### src/rtl/condicionador_pkg.sv
// ============================================================================
// Module   : condicionador_pkg
// Purpose  : Shared types and constants for the drone button conditioner:
//            channel state encoding, axis command codes and a width helper.
// Revision : 1.0 - initial release
// ============================================================================
`default_nettype none

package condicionador_pkg;

   // Per-button debounce channel states
   typedef enum logic [1:0] {
      ESPERA       = 2'd0,
      FILTRA_PRESS = 2'd1,
      PRESSIONADO  = 2'd2,
      FILTRA_SOLTA = 2'd3
   } estado_canal_t;

   // Axis command codes as consumed by simulador_drone
   localparam logic [1:0] CMD_NENHUM = 2'b00;
   localparam logic [1:0] CMD_POS    = 2'b01;
   localparam logic [1:0] CMD_NEG    = 2'b10;

   // Largest of three values, used to size the shared counters
   function automatic int maximo3(input int a, input int b, input int c);
      int m;
      m = (a > b) ? a : b;
      return (m > c) ? m : c;
   endfunction

endpackage

`default_nettype wire

### src/rtl/botao_debounce.sv
// ============================================================================
// Module   : botao_debounce
// Purpose  : One button channel: 2-FF synchronizer, debounce FSM producing a
//            single-cycle press pulse and a debounced level, plus optional
//            auto-repeat while held (macro CONDICIONADOR_AUTO_REPEAT_EN,
//            active only when REPEAT_ALLOWED = 1).
// Revision : 1.0 - initial release
// ============================================================================
`default_nettype none

module botao_debounce
   import condicionador_pkg::*;
#(
   parameter int DEBOUNCE_CYCLES = 4,
   parameter int REPEAT_DELAY    = 250,
   parameter int REPEAT_PERIOD   = 100,
   parameter bit REPEAT_ALLOWED  = 1'b0
) (
   input  logic clock,
   input  logic reset,
   input  logic botao,
   output logic pulso,
   output logic nivel
);

   // A channel that never repeats only needs room for the debounce count
   localparam int CW = $clog2(maximo3(DEBOUNCE_CYCLES,
                                      REPEAT_ALLOWED ? REPEAT_DELAY  : 1,
                                      REPEAT_ALLOWED ? REPEAT_PERIOD : 1)) + 1;
   localparam logic [CW-1:0] C_DB_ULTIMO = CW'(DEBOUNCE_CYCLES - 1);
   localparam logic [CW-1:0] C_CNT_MAX   = '1;

   logic [1:0]      sync_q, sync_d;
   estado_canal_t   estado_q, estado_d;
   logic [CW-1:0]   cnt_q, cnt_d;
   logic [CW-1:0]   cnt_inc;
   logic            amostra;
   logic            aceite;

   assign amostra = sync_q[1];
   assign sync_d  = {sync_q[0], botao};

   // Synchronizer, FSM state and debounce counter registers
   always_ff @(posedge clock or negedge reset) begin
      if (!reset) begin
         sync_q   <= '0;
         estado_q <= ESPERA;
         cnt_q    <= '0;
      end else begin
         sync_q   <= sync_d;
         estado_q <= estado_d;
         cnt_q    <= cnt_d;
      end
   end

   // Debounce next-state: a level change is accepted after DEBOUNCE_CYCLES
   // consecutive equal samples; the sample that leaves a stable state counts
   // as the first one, so the counter holds (samples seen - 1).
   always_comb begin
      estado_d = estado_q;
      cnt_d    = cnt_q;
      aceite   = 1'b0;
      cnt_inc  = (cnt_q == C_CNT_MAX) ? cnt_q : cnt_q + 1'b1;
      case (estado_q)
         ESPERA: begin
            if (amostra) begin
               cnt_d = '0;
               if (DEBOUNCE_CYCLES <= 1) begin
                  estado_d = PRESSIONADO;
                  aceite   = 1'b1;
               end else begin
                  estado_d = FILTRA_PRESS;
               end
            end
         end
         FILTRA_PRESS: begin
            if (!amostra) begin
               estado_d = ESPERA;
               cnt_d    = '0;
            end else begin
               cnt_d = cnt_inc;
               if (cnt_inc >= C_DB_ULTIMO) begin
                  estado_d = PRESSIONADO;
                  aceite   = 1'b1;
               end
            end
         end
         PRESSIONADO: begin
            if (!amostra) begin
               cnt_d    = '0;
               estado_d = (DEBOUNCE_CYCLES <= 1) ? ESPERA : FILTRA_SOLTA;
            end
         end
         FILTRA_SOLTA: begin
            if (amostra) begin
               estado_d = PRESSIONADO;
               cnt_d    = '0;
            end else begin
               cnt_d = cnt_inc;
               if (cnt_inc >= C_DB_ULTIMO) begin
                  estado_d = ESPERA;
               end
            end
         end
         default: begin
            estado_d = ESPERA;
            cnt_d    = '0;
         end
      endcase
   end

   assign nivel = (estado_q == PRESSIONADO) || (estado_q == FILTRA_SOLTA);

`ifdef CONDICIONADOR_AUTO_REPEAT_EN
   localparam logic [CW-1:0] C_ATRASO  = CW'(REPEAT_DELAY);
   localparam logic [CW-1:0] C_PERIODO = CW'(REPEAT_PERIOD);

   logic [CW-1:0] rpt_q, rpt_d;
   logic [CW-1:0] rpt_inc;
   logic [CW-1:0] alvo;
   logic          feito_q, feito_d;
   logic          repete;

   // Repeat counter and first-repeat-done flag registers
   always_ff @(posedge clock or negedge reset) begin
      if (!reset) begin
         rpt_q   <= '0;
         feito_q <= 1'b0;
      end else begin
         rpt_q   <= rpt_d;
         feito_q <= feito_d;
      end
   end

   // Repeat timing: runs in PRESSIONADO, frozen in FILTRA_SOLTA, cleared
   // otherwise; first target is the initial delay, then the period.
   always_comb begin
      rpt_d   = rpt_q;
      feito_d = feito_q;
      repete  = 1'b0;
      rpt_inc = (rpt_q == C_CNT_MAX) ? rpt_q : rpt_q + 1'b1;
      alvo    = feito_q ? C_PERIODO : C_ATRASO;
      if (REPEAT_ALLOWED) begin
         case (estado_q)
            PRESSIONADO: begin
               if (rpt_inc >= alvo) begin
                  repete  = 1'b1;
                  rpt_d   = '0;
                  feito_d = 1'b1;
               end else begin
                  rpt_d = rpt_inc;
               end
            end
            FILTRA_SOLTA: begin
               rpt_d = rpt_q;
            end
            default: begin
               rpt_d   = '0;
               feito_d = 1'b0;
            end
         endcase
      end
   end

   assign pulso = aceite | repete;
`else
   assign pulso = aceite;
`endif

endmodule

`default_nettype wire

### src/rtl/condicionador_controles_drone.sv
// ============================================================================
// Module   : condicionador_controles_drone
// Purpose  : Conditions five raw push-buttons into registered single-cycle
//            axis/confirm command pulses for simulador_drone. Opposing pulses
//            on the same axis in the same cycle cancel to CMD_NENHUM.
//            Optional auto-repeat on direction buttons: macro
//            CONDICIONADOR_AUTO_REPEAT_EN.
// Revision : 1.0 - initial release
// ============================================================================
`default_nettype none

module condicionador_controles_drone
   import condicionador_pkg::*;
#(
   parameter int DEBOUNCE_CYCLES = 4,
   parameter int REPEAT_DELAY    = 250,
   parameter int REPEAT_PERIOD   = 100
) (
   input  logic       clock,
   input  logic       reset,
   input  logic       botao_cima,
   input  logic       botao_baixo,
   input  logic       botao_frente,
   input  logic       botao_tras,
   input  logic       botao_confirma,
   output logic [1:0] controle_vertical,
   output logic [1:0] controle_horizontal,
   output logic       confirma,
   output logic [4:0] db_estado_botoes
);

   logic [4:0] botoes;
   logic [4:0] pulsos;
   logic [4:0] niveis;
   logic [1:0] vertical_q, vertical_d;
   logic [1:0] horizontal_q, horizontal_d;
   logic       confirma_q, confirma_d;

   // Bit order {confirma, tras, frente, baixo, cima}
   assign botoes = {botao_confirma, botao_tras, botao_frente, botao_baixo, botao_cima};

   generate
      for (genvar i = 0; i < 5; i++) begin : g_canal
         botao_debounce #(
            .DEBOUNCE_CYCLES (DEBOUNCE_CYCLES),
            .REPEAT_DELAY    (REPEAT_DELAY),
            .REPEAT_PERIOD   (REPEAT_PERIOD),
            .REPEAT_ALLOWED  (i != 4)
         ) u_canal (
            .clock (clock),
            .reset (reset),
            .botao (botoes[i]),
            .pulso (pulsos[i]),
            .nivel (niveis[i])
         );
      end
   endgenerate

   // Axis encoding with cancellation of simultaneous opposing pulses
   always_comb begin
      vertical_d   = CMD_NENHUM;
      horizontal_d = CMD_NENHUM;
      confirma_d   = pulsos[4];
      if (pulsos[0] && !pulsos[1]) vertical_d = CMD_POS;
      else if (pulsos[1] && !pulsos[0]) vertical_d = CMD_NEG;
      if (pulsos[2] && !pulsos[3]) horizontal_d = CMD_POS;
      else if (pulsos[3] && !pulsos[2]) horizontal_d = CMD_NEG;
   end

   // Output registers
   always_ff @(posedge clock or negedge reset) begin
      if (!reset) begin
         vertical_q   <= CMD_NENHUM;
         horizontal_q <= CMD_NENHUM;
         confirma_q   <= 1'b0;
      end else begin
         vertical_q   <= vertical_d;
         horizontal_q <= horizontal_d;
         confirma_q   <= confirma_d;
      end
   end

   assign controle_vertical   = vertical_q;
   assign controle_horizontal = horizontal_q;
   assign confirma            = confirma_q;
   assign db_estado_botoes    = niveis;

endmodule

`default_nettype wire

### config.mk
export PLATFORM = sky130hd
export DESIGN_NAME = condicionador_controles_drone
export DESIGN_NICKNAME = d
export VERILOG_FILES = /design/src/rtl/condicionador_pkg.sv /design/src/rtl/botao_debounce.sv /design/src/rtl/condicionador_controles_drone.sv
export SDC_FILE = /design/constraint.sdc
export NUM_CORES = 1
export LEC_CHECK = 0
export ABC_CLOCK_PERIOD_IN_PS = 6800
export BUFFER_PORTS_ARGS = -buffer_cell sky130_fd_sc_hd__buf_4
export CAP_MARGIN = 30
export CORE_ASPECT_RATIO = 0.75
export CORE_UTILIZATION = 65
export DETAILED_ROUTE_END_ITERATION = 7
export HOLD_SLACK_MARGIN = 0.15
export PLACE_DENSITY = 0.93
export REMOVE_ABC_BUFFERS = 1
export SETUP_SLACK_MARGIN = 0.2
export SLEW_MARGIN = 0
export SYNTH_ARGS = -nofsm -noshare
export SYNTH_HDL_FRONTEND = slang
export SYNTH_SLANG_ARGS = --single-unit
### constraint.sdc
create_clock -name clock -period 6.8 [get_ports clock]
set_input_delay 0.34 -clock clock [delete_from_list [all_inputs] [get_ports clock]]
set_output_delay 0.34 -clock clock [all_outputs]
set_load 0.01 [all_outputs]
==> results.toml, run 1 <==
[sta]
slew_headroom = 0.3572
setup_viol = 0
rsz0062_at_grt = "no"
hold_violations = 0
finClkSkew_ns = 0.006432
slew_viol_final = 0
fin_crit_sh = 0.3511
timing_worst_slew_pin_value_ns = 0.9574
layout_min_cycle_time_ns = 2.387
setup_tns_ns = 0
clock.fmax_mhz = 418.9

[clock_tree]
cts_sinks = 64
post-cts-setup-buffer-count = 0
clock_latency_ns = 0.34
clockBufferDepth = 2
postCtsResizedCells = 0
cts-buffers-inserted = 9
cts_tree = "built"
htree_levels = 3
root_buffer = "clkbuf_8"
path_clk_slew_ns = 0.07

[setup_path]
path_max_fanout = 7
worstSetupEndpointType = "register"
startpoint_type = "register"
r2r_start = "g_canal[3].u_canal.cnt_q[0]$_DFFE_PN0P_"
cp.arrival_ns = 2.61
worstSetupPathType = "register to register"
reg2reg_depth = 6
regToRegSetupSlack_ns = 4.41
critical_path_required_ns = 7.02

[routing]
routed-via-count = 3021
drt_pass1_iterations = 5
wl_per_cell_um = 16.03
vias_per_cell = 6.596
post-route-drc-count = 0
drtAntennaViolNets = 0
drt_iter0_drc = 231
wl_mm = 7.343

[synth]
ys.flop_type = "dfrtp_1"
synth.top_cell.area_share = 0.4491
async_flop_share = 1.000
synthDistinctLibCells = 59
netlist_area_um2 = 3566
synth_edf_count = 0
yosysSeqAreaShare = 0.4491
yosys_warnings = 0
yosysTopAreaCell = "dfrtp_1"
synth-seq-cells = 64
netlist_instances = 389
syn_avg_cell_area_um2 = 9.167
synth.area.top_cells = "dfrtp_1 45%, nand2_1 5.5%, o22ai_1 4.9%"

[placed_design]
io_buffers = 16
gp_congestion = 0.9102
place_hpwl_mm = 4.884

[final_layout]
synthToLayoutAreaGrowth_pct = 8.561
final_layout_size_suffix_gt1_frac = 0.09845
final_cell_mix = "64 x dfrtp_1, 52 x nand2_1, 28 x o22ai_1, 19 x nand3_1, 17 x a21oi_1"
fin_nets = 393
final_common_cell = "dfrtp_1"
antenna_cells = 0

[power]
p_leak_nw = 1.654
p_per_area_nw_per_um2 = 340.3
ir_drop_uv = 191.0
power_mw = 1.317

[floorplan]
rows = 22
die_w_um = 87.53
start_util = 0.7002
die-area_um2 = 5789
num_io_pins = 17
die_h_um = 66.15
core_um2 = 5092

[outcome]
status = "completed"

[hold_path]
hold_path_class = "register to register"
min-delay-start = "g_canal[0].u_canal.sync_q[0]$_DFF_PN0_"
min_path_cells = 0
min_to = "g_canal[0].u_canal.sync_q[1]$_DFF_PN0_"

[global_route]
grt_pass1_wl_mm = 12.68
gr-total-overflow = 0
antenna_found_initial = 0
grt_max_degree = 65
grt_pass1_vias = 2790
track_usage = 0.2921

[flow_run]
cap_violations = 0
-- flip-flops by register name, indices dropped and copies added (netlist names), named ones only --
signal,flops
controle_horizontal,2
g_canal.u_canal.cnt_q,39
confirma,1
g_canal.u_canal.sync_q,10
controle_vertical,2
g_canal.u_canal.estado_q,5
-- stage by stage --
| stage | std cells | hold WS [ns] | setup WS, ns | area, um^2 | utilization |
|---|---|---|---|---|---|
| after global routing | 458 | 0.3605 | 4.230 | 3871 | 0.7602 |
| after global placement | 436 | 0.3320 | 4.539 | 3580 | 0.7029 |
| final | 458 | 0.3495 | 4.413 | 3871 | 0.7602 |
| after detailed placement | 436 | 0.3347 | 4.437 | 3580 | 0.7029 |
| after floorplan | 348 | 0.04441 | 4.632 | 3369 | - |
| after CTS | 458 | 0.3503 | 4.425 | 3871 | 0.7602 |
-- synthesized netlist by cell type (6+ instances only) --
library cell	number
a21oi_1	17
a31oi_1	7
and2_1	6
and3_1	9
buf_4	8
clkbuf_1	28
dfrtp_1	64
inv_1	6
nand2_1	52
nand2b_1	8
nand3_1	19
nand4_1	8
nor2_1	13
nor3_1	6
o21ai_0	16
o22ai_1	28
xnor2_1	11
xor2_1	7
-- repair_timing --
action | CTS | global route
endpoints found under the setup margin | 0 | 0
hold endpoints to repair | 69 | 0
hold buffers | 6 | 0
-- how the worst max path moves through the flow --
stage,startpoint,endpoint
CTS,g_canal[3].u_canal.cnt_q[0]$_DFFE_PN0P_,register
global route,g_canal[3].u_canal.cnt_q[0]$_DFFE_PN0P_,register
detailed placement,g_canal[3].u_canal.cnt_q[0]$_DFFE_PN0P_,register
global placement,g_canal[3].u_canal.cnt_q[0]$_DFFE_PN0P_,register
finish,g_canal[3].u_canal.cnt_q[0]$_DFFE_PN0P_,register
floorplan,g_canal[3].u_canal.cnt_q[0]$_DFFE_PN0P_,register
-- worst max-delay path, stage by stage, from the launching register on --
cell and delay [ns]:
dfrtp_1 0.44, ha_1 0.29, and3_1 0.28, nand3_1 0.27, a21oi_1 0.17, o41ai_2 0.45, mux2_1 0.36
-- per-layer routing --
layer	global-route usage	up-vias	wire, um
met4	0.1332	0	82
met2	0.4678	145	3545
met5	0	-	0
met1	0.3624	1463	3202
met3	0.09363	14	513
li1	-	1399	-
-- power by group --
group / internal, mW / switching (mW) / leakage, nW
registers: 0.446 / 0.102 / 0.842
clock network: 0.227 / 0.148 / 0.113
logic: 0.167 / 0.227 / 0.699
total: 0.841 / 0.477 / 1.65
-- kinds of logic after synthesis --
group,share of synthesized area
simple gates,0.2032
compound gates,0.1997
flops,0.4491
buf+inv,0.06140
xor+xnor,0.04421
mux,0.02491
fa+ha+maj,0.01754
-- layout make-up --
cell class                      instances  area [um^2]
Multi-Input combinational cell        278         1745
Sequential cell                        64         1602
Fill cell                             363         1221
Timing Repair Buffer                   22        180.2
Clock buffer                           12        155.1
Tap cell                               72        90.09
Clock inverter                          4        76.32
Inverter                                6        22.52
Note: power is estimated with default switching activity, not from simulation.
==> run 2: changes to the inputs <==
--- a/config.mk
+++ b/config.mk
@@ -5,14 +5,14 @@
 export SDC_FILE = /design/constraint.sdc
 export NUM_CORES = 1
 export LEC_CHECK = 0
-export ABC_CLOCK_PERIOD_IN_PS = 6800
+export ABC_CLOCK_PERIOD_IN_PS = 2100
 export BUFFER_PORTS_ARGS = -buffer_cell sky130_fd_sc_hd__buf_4
 export CAP_MARGIN = 30
 export CORE_ASPECT_RATIO = 0.75
-export CORE_UTILIZATION = 65
+export CORE_UTILIZATION = 55
 export DETAILED_ROUTE_END_ITERATION = 7
 export HOLD_SLACK_MARGIN = 0.15
-export PLACE_DENSITY = 0.93
+export PLACE_DENSITY = 0.84
 export REMOVE_ABC_BUFFERS = 1
 export SETUP_SLACK_MARGIN = 0.2
 export SLEW_MARGIN = 0
==> constraint.sdc (replaced) <==
create_clock -name clock -period 2.1 [get_ports clock]
set_input_delay 0.105 -clock clock [delete_from_list [all_inputs] [get_ports clock]]
set_output_delay 0.105 -clock clock [all_outputs]
set_load 0.01 [all_outputs]
==> run 2 against run 1 <==
Compared with the run above:
- sequential cell count is the same
- register-to-register slack lost 4.3 ns
- core utilization down 5.9 points
- sequential power increased to 3.2 times the previous value
- clock skew rose by 0.0068 ns
- count of clock-buffer cells in the layout fell by 1
- sequential share of layout area is 4.8 points lower
- final cell count is 8.7% higher
- worst hold slack better by 0.0013 ns
- non-clock buffer count increased by 31
- critical path depth did not move
- total power grew to 3.5 times the previous value
- critical path type unchanged
==> results.toml, run 2 (synthesis gave the netlist of run 1 again) <==
[outcome]
status = "completed"

[routing]
routed-via-count = 3234
vias_per_cell = 6.494
wl_mm = 8.830
wl_per_cell_um = 17.73
drt_pass1_iterations = 5
post-route-drc-count = 0
drt_iter0_drc = 312
drtAntennaViolNets = 0

[final_layout]
antenna_cells = 0
final_layout_size_suffix_gt1_frac = 0.2638
final_common_cell = "dfrtp_1"
final_cell_mix = "57 x dfrtp_1, 52 x nand2_1, 44 x buf_4, 28 x o22ai_1, 17 x nand3_1"
largest-register = "g_canal.u_canal.cnt_q"
finalNonFillerCells = 498
synthToLayoutAreaGrowth_pct = 23.54
biggestRegsByFlops = "g_canal.u_canal.cnt_q x39, g_canal.u_canal.sync_q x10, g_canal.u_canal.estado_q x5"
fin_nets = 424
finalInstanceArea_um2 = 4405
final_util = 0.7007
largest_register_ff_count = 39

[sta]
timing_worst_slew_pin_value_ns = 0.7925
hold_violations = 0
finClkSkew_ns = 0.01327
slew_viol_final = 0
setup_viol = 0
slew_headroom = 0.4717
fin_hold_ws_ns = 0.3508
layout_min_cycle_time_ns = 2.018
clock.fmax_mhz = 495.6
fin_crit_sh = 0.9609
rsz0062_at_grt = "yes"

[setup_path]
critPathBufInv = 0
regToRegSetupSlack_ns = 0.08
path_common_cell = "mux2_4"
crit_cells = 6
startpoint_type = "register"
cp.arrival_ns = 2.25
worstSetupPathType = "register to register"
critPathTopFamily = "multiplexers"
slowest_delay_ns = 0.43
cp_cell_sequence = "ha_4 -> and3_4 -> nand3_4 -> mux2_4 -> o41ai_4 -> mux2_4"
r2r_start = "g_canal[3].u_canal.cnt_q[0]$_DFFE_PN0P_"
path_max_fanout = 3
crit_path_top_delay_cell = "dfrtp_1"
critical_path_required_ns = 2.34
critPathLaunch = "g_canal[3].u_canal.cnt_q[0]$_DFFE_PN0P_"
worstSetupEndpointType = "register"
reg2reg_depth = 6

[floorplan]
die-area_um2 = 6813
die_h_um = 71.73
rows = 25
die_w_um = 94.98
start_util = 0.5672
core_um2 = 6287
num_io_pins = 17

[placed_design]
place_hpwl_mm = 4.966
dpl.cell_count = 465
io_buffers = 16
gp_congestion = 0.9438
placement.cell_area_um2 = 3741

[clock_tree]
cts_tree = "built"
cts_sinks = 64
root_buffer = "clkbuf_8"
cts-buffers-inserted = 9
path_clk_slew_ns = 0.08
clock_latency_ns = 0.35
htree_levels = 3
clockBufferDepth = 2

[global_route]
grt_pass1_wl_mm = 13.53
top_usage_layer = "met2"
grt_util_met1 = 0.3543
antenna_found_initial = 0
track_usage = 0.2605
grt_pass1_vias = 2860
met2_usage = 0.3941
grt_use_met3 = 0.07643
grt_max_degree = 65
gr-total-overflow = 0

[power]
p_per_area_nw_per_um2 = 1060
p_leak_nw = 1.828
ir_drop_uv = 761.3

[flow_run]
cap_violations = 0

[hold_path]
hold_path_class = "register to register"
==> run 2: cell types whose count changed in the layout (fill, tap and decap cells not counted), moves of 4 or more <==
cell,delta
buf_4,+28
dfrtp_1,-7
dfrtp_2,+7
a31oi_1,-4
==> run 2: metal layers <==
layer | part of all wire | wire length [um] | vias up
li1 | - | - | 1461
met1 | 0.41 | 3657 | 1541
met2 | 0.47 | 4144 | 194
met3 | 0.084 | 742 | 38
met4 | 0.032 | 285 | 0
met5 | 0 | 0 | -
==> run 2: where the power goes <==
part           switching (mW)  total (mW)  internal, mW
logic                   0.911        1.73         0.823
registers               0.328        1.78          1.45
clock network           0.491        1.16         0.669
total                    1.73        4.67          2.94
==> run 2: area by class of cell <==
class                           instances  area, um^2
Clock inverter                          5       81.33
Inverter                                6       22.52
Fill cell                             431        1882
Multi-Input combinational cell        278        2034
Clock buffer                           11       131.4
Sequential cell                        64        1610
Timing Repair Buffer                   53       424.2
Tap cell                               81       101.3
==> run 2: stage by stage <==
| stage | TNS [ns] | power [mW] | setup WS [ns] |
|---|---|---|---|
| global route | 0 | 4.936 | 0.03352 |
| floorplan | -0.06830 | 2.605 | -0.06830 |
| CTS | 0 | 4.473 | 0.1039 |
| global placement | 0 | 3.115 | 0.08062 |
| detailed placement | -0.02245 | 3.189 | -0.02245 |
| finish | 0 | 4.669 | 0.08219 |
==> run 2: worst min-delay path by stage <==
stage,start,to,slack (ns),cells past startpoint
detailed placement,botao_confirma,g_canal[4].u_canal.sync_q[0]$_DFF_PN0_,0.22,1
finish,g_canal[4].u_canal.sync_q[0]$_DFF_PN0_,g_canal[4].u_canal.sync_q[1]$_DFF_PN0_,0.35,0
CTS,g_canal[4].u_canal.sync_q[0]$_DFF_PN0_,g_canal[4].u_canal.sync_q[1]$_DFF_PN0_,0.35,0
floorplan,reset,async pin,-0.19,0
global placement,botao_baixo,g_canal[1].u_canal.sync_q[0]$_DFF_PN0_,0.22,1
global route,g_canal[4].u_canal.sync_q[0]$_DFF_PN0_,g_canal[4].u_canal.sync_q[1]$_DFF_PN0_,0.36,0
==> run 2: what timing repair did <==
action,in CTS,in global routing
buffers inserted,3,8
gates cloned,0,0
endpoints found under the hold margin,69,0
setup endpoints to repair,10,12
hold buffers,6,0
pin swaps,10,15
gates resized for setup,29,35
==> run 3: changes to the inputs <==
--- a/config.mk
+++ b/config.mk
@@ -10,6 +10,7 @@
 export CAP_MARGIN = 30
 export CORE_ASPECT_RATIO = 0.75
 export CORE_UTILIZATION = 55
+export CTS_BUF_LIST = sky130_fd_sc_hd__clkbuf_16
 export DETAILED_ROUTE_END_ITERATION = 7
 export HOLD_SLACK_MARGIN = 0.15
 export PLACE_DENSITY = 0.84
==> run 3 against run 2 <==
Compared with the run above:
- combinational power grew 5%
- sequential power is essentially flat
- sequential share of layout area shrank 0.80 points
- core utilization grew 1.7 points
- routed wire length grew 2.9%
- count of clock-buffer cells in the layout shrank 2
- fmax shrank 1.0%
==> results.toml, run 3 (synthesis gave the netlist of run 1 again) <==
[outcome]
status = "completed"

[routing]
post-route-drc-count = 0
drtAntennaViolNets = 0
drt_pass1_iterations = 7
vias_per_cell = 6.464
drt_iter0_drc = 298
wl_per_cell_um = 18.31
wl_mm = 9.082
routed-via-count = 3206

[final_layout]
finalNonFillerCells = 496
final_util = 0.7174
antenna_cells = 0
largest-register = "g_canal.u_canal.cnt_q"
largest_register_ff_count = 39
final_cell_mix = "55 x dfrtp_1, 52 x nand2_1, 42 x buf_4, 28 x o22ai_1, 17 x nand3_1"
synthToLayoutAreaGrowth_pct = 26.49
fin_nets = 422
final_layout_size_suffix_gt1_frac = 0.2651
final_common_cell = "dfrtp_1"
biggestRegsByFlops = "g_canal.u_canal.cnt_q x39, g_canal.u_canal.sync_q x10, g_canal.u_canal.estado_q x5"

[sta]
fin_crit_sh = 0.9706
slew_viol_final = 0
fin_hold_ws_ns = 0.3468
setup_viol = 0
finClkSkew_ns = 0.006695
layout_min_cycle_time_ns = 2.038
rsz0062_at_grt = "yes"
timing_worst_slew_pin_value_ns = 0.8099
slew_headroom = 0.4601
clock.fmax_mhz = 490.6
hold_violations = 0

[power]
power_frac_seq = 0.345
swShare = 0.3542
p_leak_nw = 1.874
p_per_area_nw_per_um2 = 1148
clockPowerShare = 0.306
p_switching_mw = 1.834
comb_power_share = 0.349
ir_drop_uv = 699.3
p_int_mw = 3.343

[clock_tree]
root_buffer = "clkbuf_16"
cts_sinks = 64
cts_tree = "built"
clock_latency_ns = 0.33
htree_levels = 3
path_clk_slew_ns = 0.06
cts-buffers-inserted = 9
clockBufferDepth = 2

[setup_path]
reg2reg_depth = 6
regToRegSetupSlack_ns = 0.06
worstSetupPathType = "register to register"
r2r_start = "g_canal[3].u_canal.cnt_q[1]$_DFFE_PN0P_"
critPathLaunch = "g_canal[3].u_canal.cnt_q[1]$_DFFE_PN0P_"
critical_path_required_ns = 2.32
path_max_fanout = 3
cp.arrival_ns = 2.26
startpoint_type = "register"
worstSetupEndpointType = "register"

[global_route]
grt_pass1_wl_mm = 14.01
gr-total-overflow = 0
grt_pass1_vias = 2888
track_usage = 0.2713
grt_max_degree = 65
antenna_found_initial = 0

[flow_run]
cap_violations = 0

[hold_path]
hold_path_class = "register to register"

[floorplan]
num_io_pins = 17
rows = 25
die_w_um = 94.98
die-area_um2 = 6813
core_um2 = 6287
die_h_um = 71.73
start_util = 0.5672

[placed_design]
gp_congestion = 0.9438
place_hpwl_mm = 4.966
io_buffers = 16
dpl.cell_count = 465
[run 3: stage by stage]
step           setup WS, ns  total power [mW]  TNS [ns]  area, um^2
2_1_floorplan      -0.06830             2.605  -0.06830        3369
3_3_place_gp        0.08062             3.115         0        3741
3_5_place_dp       -0.02245             3.189  -0.02245        3741
4_1_cts             0.08793             4.890         0        4267
5_1_grt            0.005563             5.430         0        4511
6_report            0.06182             5.176         0        4511
[run 3: repair_timing]
item                                    in CTS  in global routing
resized for setup                           30                 38
pin swaps                                   10                 16
setup buffers                                2                  7
hold buffers                                 6                  0
cloned                                       0                  0
endpoints found under the hold margin       69                  0
endpoints found under the setup margin       9                 13
[run 3: final cells by class]
class	count	area (um^2)
Multi-Input combinational cell	278	2051
Fill cell	416	1777
Sequential cell	64	1613
Timing Repair Buffer	51	409.1
Clock buffer	9	225.2
Tap cell	81	101.3
Clock inverter	7	88.84
Inverter	6	22.52
[run 3: worst min-delay path by stage]
stage / slack, ns / endpoint / cells past startpoint / startpoint
2_1_floorplan: -0.19 / async pin / 0 / reset
3_3_place_gp: 0.22 / g_canal[1].u_canal.sync_q[0]$_DFF_PN0_ / 1 / botao_baixo
5_1_grt: 0.35 / g_canal[4].u_canal.sync_q[1]$_DFF_PN0_ / 0 / g_canal[4].u_canal.sync_q[0]$_DFF_PN0_
6_report: 0.35 / g_canal[4].u_canal.sync_q[1]$_DFF_PN0_ / 0 / g_canal[4].u_canal.sync_q[0]$_DFF_PN0_
4_1_cts: 0.35 / g_canal[4].u_canal.sync_q[1]$_DFF_PN0_ / 0 / g_canal[4].u_canal.sync_q[0]$_DFF_PN0_
3_5_place_dp: 0.22 / g_canal[4].u_canal.sync_q[0]$_DFF_PN0_ / 1 / botao_confirma
[run 3: power groups by stage]
stage | combinational [mW] | clock (mW) | sequential, mW
4_1_cts | 1.55 | 1.58 | 1.75
6_report | 1.81 | 1.58 | 1.78
3_5_place_dp | 1.44 | 0 | 1.75
5_1_grt | 1.97 | 1.64 | 1.82
3_3_place_gp | 1.38 | 0 | 1.73
2_1_floorplan | 0.874 | 0 | 1.73
[run 3: layer usage]
layer / vias to the layer above / part of all wire / GRT usage
met5: - / 0 / 0
met4: 0 / 0.029 / 0.1111
met3: 30 / 0.063 / 0.06794
met2: 144 / 0.48 / 0.4149
met1: 1567 / 0.43 / 0.3710
li1: 1465 / - / -
[run 3: critical path, cell delays in order, from the launching register on]
cell     delay [ns]
dfrtp_1        0.41
ha_4           0.19
and3_4         0.20
nand3_4        0.06
mux2_4         0.33
o41ai_4        0.39
mux2_4         0.34
